<file path="config.mk">
export PLATFORM = sky130hd
export DESIGN_NAME = harmonic_mean_ctrl
export DESIGN_NICKNAME = d
export VERILOG_FILES = /design/src/rtl/harmonic_mean_ctrl.sv
export SDC_FILE = /design/constraint.sdc
export NUM_CORES = 1
export LEC_CHECK = 0
export CAP_MARGIN = 15
export CORE_MARGIN = 8
export CORE_UTILIZATION = 24
export CTS_CLUSTER_DIAMETER = 80
export CTS_CLUSTER_SIZE = 24
export DETAILED_ROUTE_END_ITERATION = 6
export GPL_ROUTABILITY_DRIVEN = 1
export SYNTH_ARGS = -nofsm -noshare
export SYNTH_HDL_FRONTEND = slang
export SYNTH_SLANG_ARGS = --single-unit
</file>
<file path="constraint.sdc">
create_clock -name clk -period 6.03 [get_ports clk]
set_input_delay 1.206 -clock clk [delete_from_list [all_inputs] [get_ports clk]]
set_output_delay 1.206 -clock clk [all_outputs]
set_load 0.02 [all_outputs]
</file>
<file path="src/rtl/harmonic_mean_ctrl.sv">
// Four-channel harmonic-mean sequencer: 4/(1/x1+1/x2+1/x3+1/x4) on one shared restoring divider.
// Optional hit counters (stat_done, stat_zero) are enabled by defining HARMONIC_MEAN_CTRL_STATS_EN.
//
// state      | meaning
// -----------+----------------------------------------------------------
// S_COLLECT  | accept one sample per channel, ch_ready = ~captured
// S_CHECK    | zero-sample screen; zero -> S_OUT, else start reciprocals
// S_RECIP_LD | load divider with 2^(2DW-1) / x[idx]
// S_RECIP    | N divider iterations; accumulate reciprocal into sum
// S_FINAL_LD | load divider with 2^(2DW+1) / sum
// S_FINAL    | N divider iterations; saturate quotient into result
// S_OUT      | hold result/zero_err valid until result_ready

module harmonic_mean_ctrl #(
   parameter int DW = 16
) (
   input  logic            clk,
   input  logic            reset,
   input  logic [4*DW-1:0] ch_data,
   input  logic [3:0]      ch_valid,
   output logic [3:0]      ch_ready,
   output logic [DW-1:0]   result,
   output logic            result_valid,
   input  logic            result_ready,
   output logic            zero_err
`ifdef HARMONIC_MEAN_CTRL_STATS_EN
   ,
   output logic [31:0]     stat_done,
   output logic [31:0]     stat_zero
`endif
);

   localparam int N  = 2*DW + 2;
   localparam int CW = $clog2(N);
   localparam logic [N-1:0]  RECIP_DVD = N'(1) << (2*DW - 1);
   localparam logic [N-1:0]  FINAL_DVD = N'(1) << (2*DW + 1);
   localparam logic [CW-1:0] CNT_LOAD  = CW'(N - 1);

   typedef enum logic [2:0] {
      S_COLLECT,
      S_CHECK,
      S_RECIP_LD,
      S_RECIP,
      S_FINAL_LD,
      S_FINAL,
      S_OUT
   } state_t;

   state_t          state, state_n;
   logic [3:0]      captured, captured_n, ch_ready_n, xfer;
   logic [DW-1:0]   x [4];
   logic [1:0]      idx;
   logic [N-1:0]    sum, rem, quo, dvs;
   logic [N-1:0]    trial, rem_n, quo_n;
   logic [CW-1:0]   cnt;
   logic            ge, tc, any_zero, accept;

   assign xfer         = ch_valid & ch_ready;
   assign result_valid = (state == S_OUT);
   assign accept       = result_valid & result_ready;
   assign tc           = (cnt == '0);

   always_comb begin
      any_zero = 1'b0;
      for (int i = 0; i < 4; i++)
         if (x[i] == '0) any_zero = 1'b1;
   end

   // One restoring step: shift the next dividend bit into the remainder, subtract if it fits.
   always_comb begin
      trial = {rem[N-2:0], quo[N-1]};
      ge    = (trial >= dvs);
      rem_n = ge ? (trial - dvs) : trial;
      quo_n = {quo[N-2:0], ge};
   end

   always_comb begin
      state_n    = state;
      captured_n = captured;
      case (state)
         S_COLLECT: begin
            captured_n = captured | xfer;
            if (&captured) state_n = S_CHECK;
         end
         S_CHECK:    state_n = any_zero ? S_OUT : S_RECIP_LD;
         S_RECIP_LD: state_n = S_RECIP;
         S_RECIP:    if (tc) state_n = (idx == 2'd3) ? S_FINAL_LD : S_RECIP_LD;
         S_FINAL_LD: state_n = S_FINAL;
         S_FINAL:    if (tc) state_n = S_OUT;
         S_OUT: begin
            if (result_ready) begin
               state_n    = S_COLLECT;
               captured_n = '0;
            end
         end
         default:    state_n = S_COLLECT;
      endcase
      ch_ready_n = (state_n == S_COLLECT) ? ~captured_n : 4'b0000;
   end

   // ch_ready is registered so it reads 0 in the cycle right after reset.
   always_ff @(posedge clk) begin
      if (reset) begin
         state    <= S_COLLECT;
         captured <= '0;
         ch_ready <= '0;
      end else begin
         state    <= state_n;
         captured <= captured_n;
         ch_ready <= ch_ready_n;
      end
   end

   always_ff @(posedge clk) begin
      if (reset) begin
         for (int i = 0; i < 4; i++) x[i] <= '0;
         result   <= '0;
         zero_err <= 1'b0;
         idx      <= '0;
         sum      <= '0;
         rem      <= '0;
         quo      <= '0;
         dvs      <= '0;
         cnt      <= '0;
      end else begin
         for (int i = 0; i < 4; i++)
            if (xfer[i]) x[i] <= ch_data[i*DW +: DW];
         case (state)
            S_CHECK: begin
               if (any_zero) begin
                  result   <= '0;
                  zero_err <= 1'b1;
               end else begin
                  sum <= '0;
                  idx <= '0;
               end
            end
            S_RECIP_LD: begin
               rem <= '0;
               quo <= RECIP_DVD;
               dvs <= N'(x[idx]);
               cnt <= CNT_LOAD;
            end
            S_RECIP: begin
               rem <= rem_n;
               quo <= quo_n;
               cnt <= cnt - CW'(1);
               if (tc) begin
                  sum <= sum + quo_n;
                  idx <= idx + 2'd1;
               end
            end
            S_FINAL_LD: begin
               rem <= '0;
               quo <= FINAL_DVD;
               dvs <= sum;
               cnt <= CNT_LOAD;
            end
            S_FINAL: begin
               rem <= rem_n;
               quo <= quo_n;
               cnt <= cnt - CW'(1);
               if (tc) begin
                  result   <= (|quo_n[N-1:DW]) ? {DW{1'b1}} : quo_n[DW-1:0];
                  zero_err <= 1'b0;
               end
            end
            default: ;
         endcase
      end
   end

`ifdef HARMONIC_MEAN_CTRL_STATS_EN
   always_ff @(posedge clk) begin
      if (reset) begin
         stat_done <= '0;
         stat_zero <= '0;
      end else if (accept) begin
         stat_done <= stat_done + 32'd1;
         if (zero_err) stat_zero <= stat_zero + 32'd1;
      end
   end
`else
   logic unused_accept;
   assign unused_accept = accept;
`endif

endmodule
</file>
==> flow_summary.ini, run 1 <==
[placement]
gp_congestion = 0.860
numPortBuffers = 92
dpl.hpwl_mm = 25.9

[setup_path]
r2r-end = sum[32]$_SDFFE_PP0P_
endpoint = sum[32]$_SDFFE_PP0P_
r2r_cells = 21
worst-setup-path-type = reg -> reg
crit_start = dvs[13]$_SDFFE_PP0P_
path_max_fanout = 6
cp.required_ns = 6.41
r2r_start = dvs[13]$_SDFFE_PP0P_
crit_arrival_ns = 5.54
cp-end-kind = register
worst-r2r-setup-slack_ns = 0.87
start_kind = register

[synthesis]
async_flop_share = 0
syn-num-nets = 1581
synth_area_mm2 = 0.0131
yosysWarnings = 0
synth_flop_cell = dfxtp_1
postSynthCellCount = 1439
synth_cell_types = 74
ys_ff_latch = 237
synth_edf_count = 64
syn_area_per_cell_um2 = 9.09
yosysSeqAreaShare = 0.412

[global_routing]
antenna_found_initial = 0
grt_pass1_vias = 10295
grt_util_all_layers = 0.104
grt_max_degree = 59
grt.overflow.total = 0
grt_pass1_wl_mm = 54.7

[route]
drtAntennaViolNets = 0
drc = 0
drt_pre_antenna_iters = 5
wl_per_cell_um = 15.5
vias = 10503
via_per_inst = 4.80
drt_iter0_markers = 571
routed_wirelength_mm = 33.9

[floorplanning]
die_h_um = 250
coreArea_mm2 = 0.0539
die_area_mm2 = 0.0623
start_util = 0.243
num_io_pins = 93
die_w_um = 250
rows = 85

[clocking]
cts_buffers = 16
cts_tree = done
h-tree-depth = 1
cts.sinks = 237
ctsHoldBuffers = 0
post_cts_buffers = 0
cts_buffer_depth = 3
cts_resized = 0
clk_latency_ns = 0.51
clk_pin_slew_ns = 0.09
root_buffer = clkbuf_16

[timing]
worst_pin_slew_ns = 1.13
finalHoldViolCount = 0
worst_clock_skew_ns = 0.0297
max_slew_margin = 0.245
post-route-period-util = 0.855
finalCriticalPeriod_ns = 5.16
slew_viol_final = 0
timing.fmax_ghz = 0.194
setup_tns_ns = 0
setup_viol = 0
rsz0062_at_grt = false

[worst_hold_path]
hp-class = reg -> reg

[final_layout]
fillerInstances = 5663
final_net_count = 1622
antennaDiodeCount = 0
seqCellArea_mm2 = 0.00539
drive_above_1_share = 0.0537
area_growth_syn_to_layout_pct = 16.3
final_util = 0.282
multiInputGateArea_mm2 = 0.00718

[power_and_ir_drop]
power_density_mw_per_mm2 = 204
ir_drop_mv = 0.164
static-leakage-power_nw = 5.84

[run_status]
status = completed

[job]
maxCapViolations = 0
[synth_stat cells (all sizes together), types with 14 or more instances]
| master | number | area [um2] |
|---|---|---|
| a22oi | 32 | 240 |
| and2 | 72 | 450 |
| ha | 69 | 863 |
| a211oi | 25 | 188 |
| buf | 18 | 121 |
| xor2 | 24 | 210 |
| clkbuf | 62 | 233 |
| mux4 | 16 | 360 |
| nor3 | 27 | 135 |
| nand3 | 43 | 215 |
| xnor2 | 32 | 280 |
| nand2b | 14 | 87.6 |
| mux2i | 44 | 440 |
| edfxtp | 64 | 1920 |
| nand2 | 128 | 483 |
| nor4 | 23 | 150 |
| a21oi | 129 | 646 |
| dfxtp | 173 | 3460 |
| o21ai | 92 | 460 |
| nand4 | 20 | 131 |
| inv | 47 | 176 |
| a21o | 39 | 293 |
| nor2 | 113 | 424 |
[how the worst min path moves through the flow]
| stage | start | end | cells after the start |
|---|---|---|---|
| 2_1_floorplan | sum[32]$_SDFFE_PP0P_ | sum[32]$_SDFFE_PP0P_ | 2 |
| 3_3_place_gp | zero_err$_SDFFE_PP0P_ | zero_err$_SDFFE_PP0P_ | 2 |
| 3_5_place_dp | result[14]$_SDFFE_PP0P_ | result[14]$_SDFFE_PP0P_ | 2 |
| 4_1_cts | result[12]$_SDFFE_PP0P_ | result[12]$_SDFFE_PP0P_ | 2 |
| 5_1_grt | result[14]$_SDFFE_PP0P_ | result[14]$_SDFFE_PP0P_ | 2 |
| 6_report | result[14]$_SDFFE_PP0P_ | result[14]$_SDFFE_PP0P_ | 2 |
[logic make-up after synthesis]
logic type | Yosys count | synth area share
AND/OR/NAND/NOR | 488 | 0.184
AO/OA/AOI/OAI | 398 | 0.195
flip-flops | 237 | 0.412
buffers and inverters | 128 | 0.0412
adder cells (fa/ha/maj) | 71 | 0.0690
multiplexers | 61 | 0.0621
XOR/XNOR | 56 | 0.0375
[registers in the layout, summed over array words and instances, names as in the netlist, 2 cells and up, named ones only]
signal / cells
state: 3
dvs: 34
x: 64
rem: 33
captured: 4
result: 16
ch_ready: 4
cnt: 6
sum: 34
idx: 2
quo: 34
[routing by layer]
metal / up-vias / GRT usage / wire length [um]
li1: 5314 / - / -
met1: 4911 / 0.134 / 15300
met2: 232 / 0.180 / 16200
met3: 46 / 0.0171 / 1650
met4: 0 / 0.0264 / 766
met5: - / 0 / 0
[power by group]
part	leakage, nW	switching (mW)	internal (mW)
combinational	3.48	0.0782	0.0821
sequential	2.07	0.0233	1.67
clock	0.286	0.602	0.648
total	5.84	0.704	2.41
[through the flow]
stage	power, mW	worst slack, ns	cells	hold slack [ns]	area, um2
final	3.11	0.875	2186	0.458	15200
after global placement	1.89	1.10	2157	0.445	14600
after floorplan	1.81	1.43	1439	0.445	13100
after detailed placement	1.90	0.936	2157	0.447	14600
after global routing	3.23	0.542	2186	0.475	15200
after CTS	3.16	0.909	2185	0.460	15200
[layout by cell type (no fill, tap or decap), drive strengths merged, types with 27 or more instances in the layout]
cell type and n:
a21o 39, a21oi 129, a22oi 32, and2 72, clkdlybuf4s50 91, dfxtp 173
edfxtp 64, ha 69, inv 49, mux2i 44, nand2 128, nand3 43
nor2 113, nor3 27, o21ai 92, xnor2 32
[area by class of cell]
type,instances,share of cell area
flip-flops and latches,237,0.354
repair buffers,103,0.0663
multi-input cells,1074,0.472
clock buffers,19,0.0298
inverters,48,0.0122
well taps,696,0.0572
clock inverters,9,0.00888
[critical path, stage by stage, from the launching register on]
cell	delay [ns]
dfxtp_1	0.33
inv_1	0.05
ha_1	0.35
a21oi_1	0.23
o21ai_0	0.17
a22oi_1	0.24
o211ai_2	0.18
a31o_4	0.29
a31oi_4	0.20
o211a_4	0.24
clkinv_4	0.07
ha_1	0.22
fa_1	0.41
a21o_1	0.17
a21oi_1	0.29
o21ai_1	0.12
and3_1	0.18
a31oi_1	0.41
o32ai_1	0.18
a2111oi_1	0.47
xor2_1	0.19
o21ai_1	0.07
(Power assumes the default switching activity.)
==> run 2: changes to the inputs <==
--- a/config.mk
+++ b/config.mk
@@ -8,10 +8,10 @@
 export CAP_MARGIN = 15
 export CORE_MARGIN = 8
 export CORE_UTILIZATION = 24
+export CTS_BUF_LIST = sky130_fd_sc_hd__clkbuf_2 sky130_fd_sc_hd__clkbuf_4 sky130_fd_sc_hd__clkbuf_8
 export CTS_CLUSTER_DIAMETER = 80
 export CTS_CLUSTER_SIZE = 24
 export DETAILED_ROUTE_END_ITERATION = 6
-export GPL_ROUTABILITY_DRIVEN = 1
 export SYNTH_ARGS = -nofsm -noshare
 export SYNTH_HDL_FRONTEND = slang
 export SYNTH_SLANG_ARGS = --single-unit
==> run 2 against run 1 <==
Compared with the run above:
- via count about the same
- utilization down 0.38 points
- sequential cell count unchanged
- highest routed layer unchanged
==> flow_summary.ini, run 2 (synthesis results as in run 1) <==
[floorplanning]
start_util = 0.243
rows = 85
coreArea_mm2 = 0.0539
num_io_pins = 93
die_h_um = 250
die_w_um = 250
die_area_mm2 = 0.0623

[global_routing]
grt.overflow.total = 0
grtUsageMet2 = 0.181
globalRouteMet1Util = 0.133
grt_util_all_layers = 0.104
antenna_found_initial = 0
busiest_layer = met2
grt_use_met3 = 0.0175
grt_pass1_wl_mm = 54.6
grt_max_degree = 59
grt_pass1_vias = 10288

[timing]
max_slew_margin = 0.250
setup_tns_ns = 0
worst_pin_slew_ns = 1.12
slew_viol_final = 0
setup_viol = 0
timing.fmax_ghz = 0.193
hold_slack_ns = 0.463
post-route-period-util = 0.858
finalHoldViolCount = 0
worst_clock_skew_ns = 0.0461
setup_slack_ns = 0.855
rsz0062_at_grt = false
finalCriticalPeriod_ns = 5.17

[setup_path]
cp-end-kind = register
crit_arrival_ns = 5.62
cp.required_ns = 6.47
slowest_delay_ns = 0.47
crit_start = dvs[13]$_SDFFE_PP0P_
r2r-end = sum[32]$_SDFFE_PP0P_
path_max_fanout = 6
path_buf_inv = 2
worst-r2r-setup-slack_ns = 0.86
slowest_stage = a2111oi_1
crit_family = compound AO/OA/AOI/OAI gates
worst-setup-path-type = reg -> reg
crit_chain = inv_1 -> ha_1 -> a21oi_1 -> o21ai_0 -> a22oi_1 -> o211ai_2 -> a31o_4 -> a31oi_4 -> o211a_4 -> clkinv_4 -> ha_1 -> fa_1 -> a21o_1 -> a21oi_1 -> o21ai_1 -> and3_1 -> a31oi_1 -> o32ai_1 -> a2111oi_1 -> xor2_1 -> o21ai_1
start_kind = register
r2r_cells = 21
r2r_start = dvs[13]$_SDFFE_PP0P_
endpoint = sum[32]$_SDFFE_PP0P_
cp.depth = 21

[placement]
dpl.hpwl_mm = 25.9
dp.cells = 2157
place_ws_ns = 0.936
numPortBuffers = 92
gp_congestion = 0.860

[route]
drtAntennaViolNets = 0
routed_wirelength_mm = 33.9
via_per_inst = 4.81
wl_per_cell_um = 15.5
drt_pre_antenna_iters = 5
vias = 10513
drt_iter0_markers = 504
drc = 0

[clocking]
clk_latency_ns = 0.56
ctsHoldBuffers = 0
post_cts_buffers = 0
cts.sinks = 237
cts_resized = 0
clk_pin_slew_ns = 0.13
cts_buffer_depth = 3
root_buffer = clkbuf_8
cts_buffers = 16
h-tree-depth = 1
cts_tree = done

[power_and_ir_drop]
power_density_mw_per_mm2 = 187
clkPwrFrac = 0.338
ir_drop_mv = 0.127
switching_share = 0.239
intPower_mw = 2.14
pwr-share-seq = 0.605
combPwrFrac = 0.057
switchingPower_uw = 672
static-leakage-power_nw = 5.75

[final_layout]
regMostFlops = x
final_common_cell = dfxtp_1
final_cell_mix = 173 x dfxtp_1, 128 x a21oi_1, 127 x nand2_1
final_net_count = 1622
drive_above_1_share = 0.0544
area_growth_syn_to_layout_pct = 14.7
largest_reg_flops = 64
antennaDiodeCount = 0
fin_cells = 2186

[worst_hold_path]
hp-start = result[14]$_SDFFE_PP0P_
hp-class = reg -> reg

[job]
maxCapViolations = 0

[run_status]
status = completed
## run 2: cell type report
| type | count | area, um2 |
|---|---|---|
| Inverter | 48 | 185 |
| Timing Repair Buffer | 103 | 1010 |
| Sequential cell | 237 | 5390 |
| Multi-Input combinational cell | 1074 | 7180 |
| Fill cell | 5708 | 38900 |
| Tap cell | 696 | 871 |
| Clock buffer | 18 | 241 |
| Clock inverter | 10 | 143 |
## run 2: per-layer routing
metal	routed length, um	vias to the layer above	share of wire
li1	-	5305	-
met1	15300	4932	0.45
met2	16200	231	0.48
met3	1660	45	0.049
met4	717	0	0.021
met5	0	-	0
## run 2: worst min-delay path by stage
stage,slack [ns],cells past startpoint,to
floorplan,0.44,2,sum[32]$_SDFFE_PP0P_
global placement,0.45,2,zero_err$_SDFFE_PP0P_
detailed placement,0.45,2,result[14]$_SDFFE_PP0P_
CTS,0.47,2,result[12]$_SDFFE_PP0P_
global route,0.48,2,result[14]$_SDFFE_PP0P_
finish,0.46,2,result[14]$_SDFFE_PP0P_
## run 2: power by group through the flow
stage               combinational, mW  clock (mW)  sequential, mW
floorplan                      0.0793           0            1.73
global placement                0.162           0            1.73
detailed placement              0.163           0            1.73
CTS                             0.163       0.994            1.70
global route                    0.174        1.04            1.70
finish                          0.160       0.951            1.70
## run 2: per-stage QoR
stage,utilization,instance area (um2),total power [mW]
6_report,0.278,15000,2.81
5_1_grt,0.278,15000,2.92
4_1_cts,0.278,15000,2.86
3_5_place_dp,0.271,14600,1.90
3_3_place_gp,0.271,14600,1.89
2_1_floorplan,-,13100,1.81
## run 2: worst min-delay path: stages (launching register included)
cell     delay, ns
dfxtp_1       0.33
nand2_1       0.05
a21oi_1       0.05
==> run 3: changes to the inputs <==
--- a/config.mk
+++ b/config.mk
@@ -10,7 +10,7 @@
 export CORE_UTILIZATION = 24
 export CTS_BUF_LIST = sky130_fd_sc_hd__clkbuf_2 sky130_fd_sc_hd__clkbuf_4 sky130_fd_sc_hd__clkbuf_8
 export CTS_CLUSTER_DIAMETER = 80
-export CTS_CLUSTER_SIZE = 24
+export CTS_CLUSTER_SIZE = 10
 export DETAILED_ROUTE_END_ITERATION = 6
 export SYNTH_ARGS = -nofsm -noshare
 export SYNTH_HDL_FRONTEND = slang
==> run 3 against run 2 <==
Compared with the run above:
- die area stayed put
- sequential power hardly changed
- global-route usage grew 0.11 points
- utilization rose by 0.13 points
- sequential share of layout area down 0.17 points
- largest cell class unchanged
- largest power group unchanged
==> flow_summary.ini, run 3 (synthesis results as in run 1) <==
[global_routing]
grt.overflow.total = 0
grt_pass1_vias = 10401
grt_max_degree = 59
antenna_found_initial = 0
grt_pass1_wl_mm = 55.2
grt_util_all_layers = 0.105

[route]
wl_per_cell_um = 15.6
routed_wirelength_mm = 34.2
via_per_inst = 4.81
vias = 10557
drt_pre_antenna_iters = 5
drtAntennaViolNets = 0
drt_iter0_markers = 538
drc = 0

[timing]
finalCriticalPeriod_ns = 5.14
max_slew_margin = 0.262
timing.fmax_ghz = 0.194
setup_tns_ns = 0
setup_slack_ns = 0.888
post-route-period-util = 0.853
setup_viol = 0
worst_clock_skew_ns = 0.0300
rsz0062_at_grt = false
finalHoldViolCount = 0
worst_pin_slew_ns = 1.10
slew_viol_final = 0

[clocking]
cts_buffer_depth = 3
cts_tree = done
cts.sinks = 237
root_buffer = clkbuf_8
h-tree-depth = 1
clk_pin_slew_ns = 0.07
ctsHoldBuffers = 0
cts_buffers = 27
cts_resized = 0
clk_latency_ns = 0.60
post_cts_buffers = 0

[floorplanning]
start_util = 0.243
coreArea_mm2 = 0.0539
rows = 85
num_io_pins = 93
die_h_um = 250
die_area_mm2 = 0.0623
die_w_um = 250

[power_and_ir_drop]
ir_drop_mv = 0.117
power_density_mw_per_mm2 = 192
static-leakage-power_nw = 5.80

[final_layout]
regMostFlops = x
final_common_cell = dfxtp_1
final_net_count = 1633
final_util = 0.280
antennaDiodeCount = 0
drive_above_1_share = 0.0613
final_cell_mix = 173 x dfxtp_1, 128 x a21oi_1, 127 x nand2_1
area_growth_syn_to_layout_pct = 15.3
largest_reg_flops = 64
design_area_mm2 = 0.0151

[worst_hold_path]
hp-start = result[14]$_SDFFE_PP0P_
hp-class = reg -> reg

[run_status]
status = completed

[setup_path]
start_kind = register
r2r_start = quo[33]$_SDFFE_PP0P_
path_max_fanout = 6
cp-end-kind = register
worst-setup-path-type = reg -> reg
crit_arrival_ns = 5.60
cp.required_ns = 6.49
crit_start = quo[33]$_SDFFE_PP0P_

[placement]
postPlaceCellArea_mm2 = 0.0146
numPortBuffers = 92
gp_congestion = 0.860
place_ws_ns = 0.936
dpl.hpwl_mm = 25.9

[job]
maxCapViolations = 0
==> run 3: changes by cell type in the layout (fill, tap and decap cells not counted), moves of 2 or more <==
cell / delta
clkinv_8: -2
clkbuf_8: +10
bufinv_16: -2
clkbuf_4: +8
==> run 3: final timing paths <==
kind                            cells past startpoint                 endpoint  slack, ns
worst min-delay path                                2  result[14]$_SDFFE_PP0P_       0.46
worst max register to register                     22     sum[32]$_SDFFE_PP0P_       0.89
worst min register to register                      2  result[14]$_SDFFE_PP0P_       0.46
worst max-delay path                               22     sum[32]$_SDFFE_PP0P_       0.89
==> run 3: final cells by class <==
type                            instances  area, um2
Tap cell                              696        871
Clock buffer                           36        439
Inverter                               48        185
Timing Repair Buffer                  103       1010
Sequential cell                       237       5390
Clock inverter                          2       16.3
Fill cell                            5703      38800
Multi-Input combinational cell       1074       7180
==> run 3: metrics by stage <==
| stage | hold slack, ns | power [mW] | std cells |
|---|---|---|---|
| 2_1_floorplan | 0.445 | 1.81 | 1439 |
| 3_3_place_gp | 0.445 | 1.89 | 2157 |
| 3_5_place_dp | 0.447 | 1.90 | 2157 |
| 4_1_cts | 0.458 | 2.94 | 2195 |
| 5_1_grt | 0.472 | 3.01 | 2196 |
| 6_report | 0.455 | 2.89 | 2196 |
==> run 3: power breakdown <==
part	internal, mW	switching, mW
Combinational	0.0821	0.0778
Clock	0.465	0.570
Sequential	1.68	0.0235
Total	2.22	0.671
==> run 3: metal layers <==
layer / vias to the layer above / share of wire / global-route usage / wire length, um
li1: 5330 / - / - / -
met1: 4945 / 0.45 / 0.133 / 15500
met2: 227 / 0.47 / 0.180 / 16100
met3: 55 / 0.053 / 0.0199 / 1820
met4: 0 / 0.026 / 0.0296 / 881
met5: - / 0 / 0 / 0
==> run 3: critical path: stages (launching register included) <==
cell       delay [ns]
dfxtp_1          0.32
inv_1            0.07
ha_1             0.19
fa_1             0.21
nand2b_1         0.13
a211oi_1         0.09
nor2_1           0.31
o211ai_2         0.19
a31o_4           0.29
a31oi_4          0.20
o211a_4          0.23
clkinv_4         0.07
ha_1             0.22
fa_1             0.41
a21o_1           0.17
a21oi_1          0.30
o21ai_1          0.12
and3_1           0.18
a31oi_1          0.41
o32ai_1          0.18
a2111oi_1        0.47
xor2_1           0.19
o21ai_1          0.07
